===== src/rtl/fp_operand_unpack_pkg.sv =====
// Shared configuration for the FP add/sub front end: default field widths,
// operand class codes and the skid-buffer occupancy states.
`ifndef EXP_SIZE
`define EXP_SIZE 8
`endif
`ifndef MANTIS_SIZE
`define MANTIS_SIZE 23
`endif

package fp_operand_unpack_pkg;

  localparam logic [2:0] ZERO      = 3'b000;
  localparam logic [2:0] INF       = 3'b001;
  localparam logic [2:0] SUBNORMAL = 3'b010;
  localparam logic [2:0] NORMAL    = 3'b011;
  localparam logic [2:0] NAN       = 3'b100;

  // Occupancy of the main/skid register pair.
  typedef enum logic [1:0] {
    ST_EMPTY = 2'b00,
    ST_ONE   = 2'b01,
    ST_FULL  = 2'b10
  } skid_state_e;

endpackage


===== src/rtl/fp_classify.sv =====
// Combinational operand classifier: maps {exp, mantis} to a class code.
// The sign bit is deliberately not an input.
module fp_classify
  import fp_operand_unpack_pkg::*;
#(
  parameter int EXP_SIZE    = `EXP_SIZE,
  parameter int MANTIS_SIZE = `MANTIS_SIZE
) (
  input  logic [EXP_SIZE-1:0]    exp_i,
  input  logic [MANTIS_SIZE-1:0] mantis_i,
  output logic [2:0]             class_o
);

  always_comb begin
    class_o = NORMAL;
    if (&exp_i) begin
      class_o = (|mantis_i) ? NAN : INF;
    end else if (~|exp_i) begin
      class_o = (|mantis_i) ? SUBNORMAL : ZERO;
    end
  end

endmodule


===== src/rtl/fp_operand_unpack.sv =====
// Operand unpack stage: splits and classifies both operands, then registers
// them behind a valid/ready skid buffer (main register + one skid register).
module fp_operand_unpack
  import fp_operand_unpack_pkg::*;
#(
  parameter int EXP_SIZE    = `EXP_SIZE,
  parameter int MANTIS_SIZE = `MANTIS_SIZE
) (
  input  logic                            clk,
  input  logic                            rst,
  input  logic                            in_valid,
  output logic                            in_ready,
  input  logic                            op_sub,
  input  logic [EXP_SIZE+MANTIS_SIZE:0]   operand_A,
  input  logic [EXP_SIZE+MANTIS_SIZE:0]   operand_B,
  output logic                            out_valid,
  input  logic                            out_ready,
  output logic                            sign_A,
  output logic                            sign_B,
  output logic [EXP_SIZE-1:0]             exp_A,
  output logic [EXP_SIZE-1:0]             exp_B,
  output logic [MANTIS_SIZE-1:0]          mantis_A,
  output logic [MANTIS_SIZE-1:0]          mantis_B,
  output logic [2:0]                      type_A,
  output logic [2:0]                      type_B
);

  localparam int OPW = 1 + EXP_SIZE + MANTIS_SIZE;
  localparam int PW  = 2 * (EXP_SIZE + MANTIS_SIZE) + 8;

  // Handshake: a pair moves in on in_valid & in_ready and out on
  // out_valid & out_ready; in_ready comes straight from state_q.
  logic [EXP_SIZE-1:0]    a_exp, b_exp;
  logic [MANTIS_SIZE-1:0] a_man, b_man;
  logic [2:0]             a_cls, b_cls;
  logic [PW-1:0]          pair_in;
  logic [PW-1:0]          main_q, main_d, skid_q, skid_d;
  skid_state_e            state_q, state_d;
  logic                   in_xfer, out_xfer;

  assign a_exp = operand_A[OPW-2 -: EXP_SIZE];
  assign b_exp = operand_B[OPW-2 -: EXP_SIZE];
  assign a_man = operand_A[MANTIS_SIZE-1:0];
  assign b_man = operand_B[MANTIS_SIZE-1:0];

  fp_classify #(.EXP_SIZE(EXP_SIZE), .MANTIS_SIZE(MANTIS_SIZE)) u_class_a (
    .exp_i(a_exp), .mantis_i(a_man), .class_o(a_cls)
  );
  fp_classify #(.EXP_SIZE(EXP_SIZE), .MANTIS_SIZE(MANTIS_SIZE)) u_class_b (
    .exp_i(b_exp), .mantis_i(b_man), .class_o(b_cls)
  );

  // Subtraction is folded into B's sign; its class is left untouched.
  assign pair_in = {operand_A[OPW-1], operand_B[OPW-1] ^ op_sub,
                    a_exp, b_exp, a_man, b_man, a_cls, b_cls};

  assign out_valid = (state_q != ST_EMPTY);
  assign in_ready  = (state_q != ST_FULL);
  assign in_xfer   = in_valid & in_ready;
  assign out_xfer  = out_valid & out_ready;

  assign {sign_A, sign_B, exp_A, exp_B, mantis_A, mantis_B, type_A, type_B} = main_q;

  always_comb begin
    state_d = state_q;
    main_d  = main_q;
    skid_d  = skid_q;
    case (state_q)
      ST_EMPTY: begin
        if (in_xfer) begin
          main_d  = pair_in;
          state_d = ST_ONE;
        end
      end
      ST_ONE: begin
        if (in_xfer && out_xfer) begin
          main_d = pair_in;
        end else if (in_xfer) begin
          skid_d  = pair_in;
          state_d = ST_FULL;
        end else if (out_xfer) begin
          state_d = ST_EMPTY;
        end
      end
      ST_FULL: begin
        if (out_xfer) begin
          main_d  = skid_q;
          state_d = ST_ONE;
        end
      end
      default: state_d = ST_EMPTY;
    endcase
  end

  // Zeroed payload decodes as both classes ZERO.
  always_ff @(posedge clk or posedge rst) begin
    if (rst) begin
      state_q <= ST_EMPTY;
      main_q  <= '0;
      skid_q  <= '0;
    end else begin
      state_q <= state_d;
      main_q  <= main_d;
      skid_q  <= skid_d;
    end
  end

endmodule

===== config.mk =====
export PLATFORM = sky130hd
export DESIGN_NAME = fp_operand_unpack
export DESIGN_NICKNAME = d
export VERILOG_FILES = /design/src/rtl/fp_operand_unpack_pkg.sv /design/src/rtl/fp_classify.sv /design/src/rtl/fp_operand_unpack.sv
export SDC_FILE = /design/constraint.sdc
export NUM_CORES = 1
export LEC_CHECK = 0
export CORE_UTILIZATION = 33
export CTS_CLUSTER_SIZE = 28
export DETAILED_ROUTE_END_ITERATION = 6
export HOLD_SLACK_MARGIN = 0.02
export PLACE_DENSITY = 0.61
export REMOVE_ABC_BUFFERS = 1
export SYNTH_ARGS = -nofsm -noshare
export SYNTH_HDL_FRONTEND = slang
export SYNTH_SLANG_ARGS = --single-unit

===== constraint.sdc =====
create_clock -name clk -period 4.65 [get_ports clk]
set_input_delay 0.465 -clock clk [delete_from_list [all_inputs] [get_ports clk]]
set_output_delay 0.465 -clock clk [all_outputs]
set_load 0.01 [all_outputs]

======== Word level (Yosys, flattened, before mapping) ========
Cells that the tools add are included.
word-level totals
  output and inout port bits .............. 72
  word-level logic and storage cells ...... 46
  input port bits ......................... 69
  register bits after elaboration ......... 142
operators by class
  bitwise gates (word level) .............. 4
  reductions and logical operators ........ 13
  equal/unequal tests ..................... 8
  mux-type cells .......................... 18
operators by type and width
  operator            number
  $mux 70             3
  $pmux 70 s3         1
  $reduce_or 23->1    2
  $mux 3              6
  $reduce_and 8->1    2
  $reduce_or 8->1     2
  $mux 2              7
  $ne 2x2->1 const B  5
  $reduce_and 4->1    2
  $pmux 2 s3          1
  $ne 3x3->1 const B  1
  $reduce_and 3->1    1
  $reduce_bool 3->1   1
  $and 1x1->1         2
  $eq 2x1->1 const B  1
  $eq 2x2->1 const B  1
  $logic_not 2->1     1
  $reduce_bool 2->1   1
  $logic_and 1x1->1   1
  $not 1->1           1
  $xor 1x1->1         1

======== Depth between registers and ports, before layout ========
  word-level depth ........................ 6
  mapped depth ............................ 7
  depth with buffers taken out ............ 5

======== By module ========
From an unflattened synthesis, not the netlist that was laid out.
second synthesis, totals
  cells, all modules ...................... 428
  area, all modules ....................... 7120.6 um2
by module, submodules not included
  module             area each (um2)  instances  cells an instance
  fp_operand_unpack  6880.3           1          392
  fp_classify        120.1            2          18

======== Worst setup path before layout ========
Ideal clock, no wire load.
  kind .................................... register to output
  start point ............................. register state_q[1]
  end point ............................... output in_ready
  data required time ...................... 4.185 ns
  data arrival time ....................... 1.070 ns
  stages on the path, launching flop included .. 5
  setup slack ............................. 3.115 ns
  buffers on the path ..................... 2
  path through ............................ dfrtp_1 > nor2b_1 > buf_2 > inv_2 > clkbuf_1
between the ends
  longest elaborated chain between the ends .. 1
RTL lines
  item                    line                      source
  from (decl)             fp_operand_unpack.sv:38   skid_state_e state_q, state_d;
  from (signal assigned)  fp_operand_unpack.sv:102  state_q <= state_d;
  $ne 2x2->1              fp_operand_unpack.sv:58   assign in_ready = (state_q != ST_FULL);
  to (decl)               fp_operand_unpack.sv:12   output logic in_ready,
No other way between the ends.

======== Worst setup path in the final report ========
  start point ............................. input out_ready
  end point ............................... register main_q[3]
between the ends
  longest elaborated chain between the ends .. 4
  elaborated cells on any way between the ends .. 5
  those cells by class .................... eq/ne (2); bitwise (1); reduce/logical (2)
RTL lines
  item                          line                      source
  from (decl)                   fp_operand_unpack.sv:17   input logic out_ready,
  $and 1x1->1 *                 fp_operand_unpack.sv:60   assign out_xfer = out_valid & out_ready;
  $logic_and 1x1->1             fp_operand_unpack.sv:76   if (in_xfer && out_xfer) begin
  $ne 2x2->1 (no line)          -
  $reduce_and 4->1 (no line) *  -
  to (signal assigned)          fp_operand_unpack.sv:103  main_q <= main_d;
  to (decl)                     fp_operand_unpack.sv:37   logic [PW-1:0] main_q, main_d, skid_q, skid_d;
Every way passes the cells marked *; elsewhere a longest branch is shown, timed or not.
A chain may end at the register's enable or synchronous reset.

==> qor.yml <==
run_status:
  status: "completed"
yosys:
  synthCells: 717
  yosys-top-cells-area: "dfrtp_1, nand2_1, a31oi_1, nor2_1, buf_2"
  synth_top_cell_area_share_pct: 58.4
  yosysSeqAreaShare_pct: 58.4
  synth_seq_cells: 142
  yosys_warnings: 0
  syn_area_um2: 6090
  synth_cell_types: 29
  synth_top_cell_by_area: "dfrtp_1"
  syn_avg_cell_area_um2: 8.49
place:
  postPlaceCellArea_um2: 7670
  io_buffer_count: 140
  routabilityCongestion: 0.736
  hpwlAfterDp_mm: 9.73
worst_setup_path:
  timing.critical_path.mode_cell: "mux2i_1"
  worstPathCellList: "clkdlybuf4s50_1, mux2i_1, o2bb2ai_4, buf_4, mux2i_1, a41o_1"
  cp.arrival_ns: 2.96
  end_kind: "register"
  start_kind: "input port"
  worstPathRequired_ns: 4.96
  cp_top_family: "buffers and inverters"
  worstSetupPathType: "in -> reg"
  worstPathMaxFanout: 53
  critPathMaxStageDelay_ns: 0.73
  cpMaxStageDelayCell: "o2bb2ai_4"
  crit_buf_inv: 2
grt:
  grtUsageTotal_pct: 17.5
  grt_pass1_vias: 4917
  grt_max_degree: 96
  grt_pass1_wl_mm: 25.4
  grt_overflow_total: 0
  antenna_found_initial: 0
final_layout:
  antenna_cells: 0
  final_area_um2: 8220
  mostFrequentLayoutCell: "nand2_1"
  num-fill-cells: 1802
  fin_nets: 908
  drive_gt1_share_pct: 5.28
  area_growth_pct: 35.0
  final_core_util_pct: 45.6
  multi_input_area_um2: 2320
  regArea_um2: 3550
  final_cell_mix: "nand2_1, dfrtp_1, clkdlybuf4s50_1, nor2_1, a31oi_1"
routing:
  totalWireLength_mm: 15.4
  drc: 0
  drt_iter0_drc: 263
  avgRoutedWirePerCell_um: 14.2
  vias: 5151
  ant_nets: 0
  drtPass1Iterations: 4
  vias_per_cell: 4.77
floorplanning:
  die_h_um: 138
  num_rows: 49
  die_w_um: 138
  initial_core_util_pct: 33.8
  ios: 141
  dieArea_um2: 19000
  core_um2: 18000
sta:
  whs_ns: 0.472
  finalMaxSlewViolations: 0
  min_period_ns: 2.65
  rsz0062_at_grt: "no"
  hold_viol: 0
  relSlewSlack_pct: 31.5
  finalSetupViolations: 0
  min_period_over_period_pct: 57.0
  worst_pin_slew_ns: 1.03
  fmax_ghz: 0.378
  finClkSkew_ns: 0.00675
clocking:
  cts_htree_levels: 4
  root_buffer: "clkbuf_16"
  post_cts_resized: 0
  worstSkewPairLatency_ns: 0.42
  cts_setup_buffers: 0
  cts_buffers: 17
  cts_tree: "done"
  ctsHoldBuffers: 0
  path_clk_slew_ns: 0.06
  clockBufferDepth: 2
  cts_sinks: 142
power_and_ir_drop:
  power_leakage_uw: 0.00370
  power.density_nw_per_um2: 506
  ir_drop_mv: 0.261
hold_path:
  min_path_type: "reg -> reg"
job:
  maxCapViolations: 0
-- Yosys cell counts --
cell	n
nand2_1	326
dfrtp_1	142
nor2_1	69
a31oi_1	63
buf_2	22
clkbuf_1	20
nor4_1	14
o21ai_0	8
inv_1	7
nand4_1	6
a21oi_1	5
mux2i_1	5
nor3_1	4
o22ai_1	3
a22o_1	2
a41o_1	2
buf_1	2
buf_4	2
nand3_1	2
nor2b_1	2
o221ai_1	2
o31ai_1	2
and3b_1	1
inv_2	1
nand3b_1	1
nor3b_1	1
o2bb2ai_1	1
or2_2	1
xnor2_1	1
-- metal layers --
metal	vias up	routed length (um)	part of all wire, %	GRT usage [%]
met5	-	0	0	0
met4	0	174	1.1	5.43
met3	17	805	5.2	5.04
met2	118	6810	44	26.7
met1	2416	7600	49	24.0
li1	2600	-	-	-
-- layout make-up --
class	instances	area share, %
Timing Repair Buffer	149	17.9
Sequential cell	142	43.2
Tap cell	229	3.49
Clock inverter	11	1.13
Multi-Input combinational cell	521	28.3
Inverter	8	0.426
Clock buffer	21	5.60
-- where the power goes --
group          internal, uW  switching, uW  total [uW]  leakage, uW
Combinational           547            522        1070      0.00175
Clock                   757            517        1270     0.000261
Sequential             1610            206        1810      0.00168
-- worst paths after layout --
| path | startpoint | to | slack, ns | cells past startpoint |
|---|---|---|---|---|
| hold reg to reg | skid_q[12] | skid_q[12] | 0.47 | 2 |
| hold / removal | skid_q[12] | skid_q[12] | 0.47 | 2 |
| setup / recovery | out_ready | main_q[3] | 2.00 | 6 |
| max in group asynchronous | rst | skid_q[30] | 3.07 | 3 |
| min in group asynchronous | rst | main_q[67] | 0.57 | 2 |
| setup reg to reg | state_q[1] | main_q[3] | 2.24 | 5 |
-- worst reg2reg max path, delay by kind of cell, from the launching register on --
family / cells / cell delay [ns]
AO/OA/AOI/OAI: 2 / 0.94
buffers and inverters: 1 / 0.59
flip-flops: 1 / 0.42
multiplexers: 2 / 0.34
-- kinds of logic after synthesis --
kind of cell,after synthesis,share of synthesized area [%]
xor gates and xnor gates,1,0.144
buffers and inverters,54,3.91
AOI/OAI and AO/OA,88,9.15
and+or+nand+nor,427,27.6
DFF,142,58.4
muxes,5,0.822
-- sequential cells by signal, summed over array words and instances (netlist names) --
register  cells
main_q       70
skid_q       70
state_q       2
-- through the flow --
step           instances  total power (uW)  worst slack [ns]  setup TNS (ns)
4_1_cts             1081              4210              1.97               0
2_1_floorplan        671              2360             -1.90          -95.12
6_report            1081              4160              2.00               0
5_1_grt             1081              4420              1.80               0
3_3_place_gp        1049              2890              1.56               0
3_5_place_dp        1049              2920              1.51               0
(Power assumes the default switching activity.)
